==> src/rtl/mem_copy.sv <==
// mem_copy: word-wise memory copy/fill engine with one-word read buffer,
// misalignment rejection, abort, and async active-low reset.
module mem_copy #(
    parameter int LEN_W = 13
) (
    input  logic             clk,
    input  logic             rst,
    input  logic             start_i,
    input  logic             mode_i,
    input  logic [31:0]      src_i,
    input  logic [31:0]      dst_i,
    input  logic [LEN_W-1:0] len_i,
    input  logic [31:0]      fill_i,
    input  logic             abort_i,
    output logic             we_o,
    output logic [31:0]      addr_o,
    output logic [31:0]      data_o,
    input  logic [31:0]      data_i,
    output logic             busy_o,
    output logic             done_o,
    output logic             err_o,
    output logic [LEN_W-1:0] count_o
);
    localparam logic [1:0] IDLE = 2'd0, RD = 2'd1, WR = 2'd2, DONE = 2'd3;
    logic [1:0]       state;
    logic [31:0]      src, dst, fill, word_q;
    logic [LEN_W-1:0] rem;
    logic             mode, misaligned;
    // src alignment only matters when we actually read from it
    assign misaligned = (!mode_i && src_i[1:0] != 2'b00) || dst_i[1:0] != 2'b00;
    always_comb begin
        we_o   = state == WR;
        addr_o = state == RD ? src : state == WR ? dst : '0;
        data_o = state == WR ? (mode ? fill : word_q) : '0;
        busy_o = state != IDLE;
        done_o = state == DONE;
    end
    always_ff @(posedge clk or negedge rst) begin
        if (!rst) begin
            state   <= IDLE;
            src     <= '0;
            dst     <= '0;
            fill    <= '0;
            word_q  <= '0;
            rem     <= '0;
            mode    <= 1'b0;
            err_o   <= 1'b0;
            count_o <= '0;
        end else begin
            case (state)
                IDLE: if (start_i) begin
                    src     <= src_i;
                    dst     <= dst_i;
                    fill    <= fill_i;
                    rem     <= len_i;
                    mode    <= mode_i;
                    count_o <= '0;
                    err_o   <= misaligned;
                    state   <= (misaligned || len_i == '0) ? DONE : mode_i ? WR : RD;
                end
                RD: begin
                    word_q <= data_i;
                    state  <= abort_i ? DONE : WR;
                end
                WR: begin
                    src     <= src + 32'd4;
                    dst     <= dst + 32'd4;
                    count_o <= count_o + LEN_W'(1);
                    rem     <= rem - LEN_W'(1);
                    state   <= (abort_i || rem == LEN_W'(1)) ? DONE : mode ? WR : RD;
                end
                default: state <= IDLE;
            endcase
        end
    end
endmodule

==> config.mk <==
export PLATFORM = sky130hd
export DESIGN_NAME = mem_copy
export DESIGN_NICKNAME = d
export VERILOG_FILES = /design/src/rtl/mem_copy.sv
export SDC_FILE = /design/constraint.sdc
export NUM_CORES = 1
export LEC_CHECK = 0
export CORE_AREA = 2 2 149 122
export DETAILED_ROUTE_END_ITERATION = 16
export DIE_AREA = 0 0 151 124
export HOLD_SLACK_MARGIN = 0.05
export MAX_ROUTING_LAYER = met4
export PLACE_DENSITY = 0.81
export SLEW_MARGIN = 10
export SYNTH_ARGS = -nofsm -noshare
export SYNTH_HDL_FRONTEND = slang
export SYNTH_SLANG_ARGS = --single-unit
==> constraint.sdc <==
create_clock -name clk -period 2.3 [get_ports clk]
set_input_delay 0.345 -clock clk [delete_from_list [all_inputs] [get_ports clk]]
set_output_delay 0.345 -clock clk [all_outputs]
set_load 0.02 [all_outputs]
==> impl_metrics.csv <==
group,metric,value,unit
yosys,syn_inst,909,
yosys,synth_top_area_frac,0.4761,
floorplan,io_pins,227,
worst_setup_path,r2r-start,"dst[3]",
yosys,syn_nets,1060,
sta,drv_slew,0,
yosys,synth_compound_area_frac,0.1660,
routing,antenna_left,0,
finish,drive_gt1_frac,0.1091,
clock_tree,cts_tree,"built",
yosys,synthMuxAreaShare,0.09161,
worst_setup_path,reg2reg_to,"dst[28]",
routing,wire_per_inst,18.47,um
clock_tree,cts_sinks,158,
worst_setup_path,r2r_slack,130,ps
worst_setup_path,startpoint,"state[1]",
yosys,async_reset_ff_frac,1.000,
worst_setup_path,rr_worst_depth,6,
yosys,netlist_area,0.008304,sq mm
clock_tree,clock_latency,430,ps
worst_setup_path,slowest_delay,470,ps
power_and_ir_drop,leakage,5.176,nW
clock_tree,numCtsBuffers,17,
sta,period_share,0.9520,
floorplan,coreArea,0.01711,sq mm
yosys,synth_top_family_by_area,"simple AND/OR/NAND/NOR gates",
sta,maxSlewHeadroom,0.6530,
worst_setup_path,endpoint_kind,"primary output",
yosys,yosysWarnings,0,
sta,fmax,456.7,MHz
finish,syn2layout_area_growth,40.59,%
routing,drt_iter0_markers,645,
worst_setup_path,path_class,"reg2out",
clock_tree,post_cts_buffers,0,
routing,firstDrtPassIters,5,
place,port_buffers,226,
worst_setup_path,critPathMaxFanout,24,
routing,vias,8097,
worst_setup_path,crit_path_top_delay_cell,"dfrtp_2",
yosys,yosysTopAreaCell,"dfrtp_1",
place,gp_congestion,0.9437,
grt,grt_pass1_wl,39960,um
worst_setup_path,crit_end,"addr_o[7]",
routing,drc_errors,0,
worst_setup_path,path_cells,"nand2b_4, inv_2, buf_12, a22o_1, dlygate4sd2_1",
yosys,synthAdderAreaFrac,0.007534,
grt,grt_usage,0.2825,
floorplan,die_y,124,um
worst_setup_path,cp.arrival,1840,ps
power_and_ir_drop,power_density,1341,mW/mm^2
yosys,synth.yosys.seq_area_share,0.4761,
floorplan,die-area,0.01872,sq mm
yosys,synth_edf_count,0,
sta,rsz0062_at_grt,"false",
worst_setup_path,cp.required,1960,ps
grt,antenna_found_initial,0,
finish,fin_nets,1293,
yosys,synth_area_leaders,"dfrtp_1 (48%), nand2_1 (8.9%), mux2i_1 (4.8%)",
grt,grt_max_degree,64,
yosys,yosys.area_share.xor_xnor,0.003164,
sta,fin_crit,2190,ps
yosys,synth_flop_cell,"dfrtp_1",
place,post-dp-hpwl,18090,um
status,status,"completed",
routing,finalWirelength,25490,um
sta,worst_pin_slew,518.6,ps
sta,clock_skew,11.48,ps
worst_setup_path,cp-start-kind,"register",
yosys,synth_area_per_cell,9.136,sq um
sta,tns,0,ps
yosys,synth-seq-cells,158,
power_and_ir_drop,ir_drop,727.8,uV
hold_path,hp-class,"in2async",
floorplan,rows,43,
clock_tree,htreeDepth,4,
sta,hold_viol,0,
clock_tree,cts_buffer_depth,2,
job,maxCapViolCount,0,
floorplan,die_w,151,um
grt,grt_overflow,0,
yosys,synth-simple-area-share,0.2240,
clock_tree,cts-root-buf,"clkbuf_16",
routing,via_per_inst,5.867,
sta,setup-violations-final,0,
yosys,synth_cell_type_count,57,
clock_tree,clkSlewWorstSetupHoldPaths,70,ps
grt,grt_pass1_vias,7777,
floorplan,initial_core_util,0.4854,
sta,hold_ws,406.9,ps
finish,diodes,0,
-- metal layers --
metal  GRT usage  vias to the layer above  part of all wire
li1            -                     3774                 -
met3     0.05018                       40             0.079
met2      0.4284                      371              0.46
met1      0.3896                     3912              0.44
met4     0.08879                        0             0.022
met5           -                        -                 0
-- per-stage QoR --
step	util	setup WS (ps)	power [mW]	instances	cell area [sq um]
after global placement	0.6489	208.1	12.81	1347	11100
final	0.6824	110.4	15.65	1380	11670
after floorplan	-	101.1	9.681	909	8304
after detailed placement	0.6489	101.4	13.03	1347	11100
after CTS	0.6813	44.91	15.67	1380	11660
after global routing	0.6824	26.62	16.63	1380	11670
-- worst max-delay path: cells and delay by family, from the launching register on --
kind                   cells  cell delay [ps]
buffers and inverters      3              580
AND/OR/NAND/NOR            1              120
AO/OA/AOI/OAI              1              240
flip-flops                 1              470
-- synth_stat cells (4+ instances only) --
cell type	instances
and2_1	4
nor3_1	19
inv_1	15
buf_1	10
o21ai_0	30
mux2i_1	40
o311ai_0	20
a311oi_1	4
a21oi_1	24
nor4_1	11
nand2b_1	6
a31oi_1	4
o211ai_1	24
or3_1	9
ha_1	5
nor2_1	86
and3_1	7
o22ai_1	4
nor3b_1	6
a221o_1	12
dfrtp_1	158
nand4_1	17
nand3_1	39
clkbuf_1	41
nand2_1	196
a22o_1	27
a211oi_1	10
mux2_2	32
-- area by class of cell --
type	count	area, sq um
Timing Repair Buffer	267	2628
Multi-Input combinational cell	682	4128
Clock buffer	17	425.4
Inverter	16	60.06
Clock inverter	15	196.4
Tap cell	225	281.5
Fill cell	1368	5434
Sequential cell	158	3956
-- sequential cells by signal, indices dropped and copies added (netlist names) --
name	cells
rem	13
fill	32
word_q	32
src	32
err_o	1
state	2
count_o	13
mode	1
dst	32
-- kinds of logic after synthesis --
group / Yosys count
multiplexers: 72
adder cells (fa/ha/maj): 5
AO/OA/AOI/OAI: 186
buffers and inverters: 69
XOR/XNOR: 3
flip-flops: 158
AND/OR/NAND/NOR: 416
-- power by group --
part / switching, mW / total, mW / leakage (nW) / internal (mW)
clock: 1.26 / 3.00 / 0.307 / 1.75
sequential: 1.24 / 5.28 / 1.92 / 4.04
combinational: 4.08 / 7.37 / 2.95 / 3.29
-- how the worst min path moves through the flow --
stage	slack, ps	end	depth (start not counted)	from
2_1_floorplan	50	count_o[0]	0	rst
3_3_place_gp	310	dst[9]	1	rst
3_5_place_dp	310	dst[8]	1	rst
4_1_cts	430	dst[8]	2	rst
5_1_grt	430	fill[13]	3	fill_i[13]
6_report	410	dst[8]	2	rst
-- cells in the final DEF, fill, tap and decap left out, types with 27 or more instances in the layout --
master,instances
nand2_1,195
clkdlybuf4s50_1,159
dfrtp_1,156
nor2_1,86
dlygate4sd2_1,63
mux2i_1,40
nand3_1,39
mux2_2,32
o21ai_0,30
buf_4,30
a22o_1,27
-- what timing repair did --
action | CTS | global route
hold buffers | 1 | 0
resized for setup | 64 | 5
setup endpoints to repair | 66 | 5
hold endpoints to repair | 43 | 0
Power figures use the tool's default switching activity.
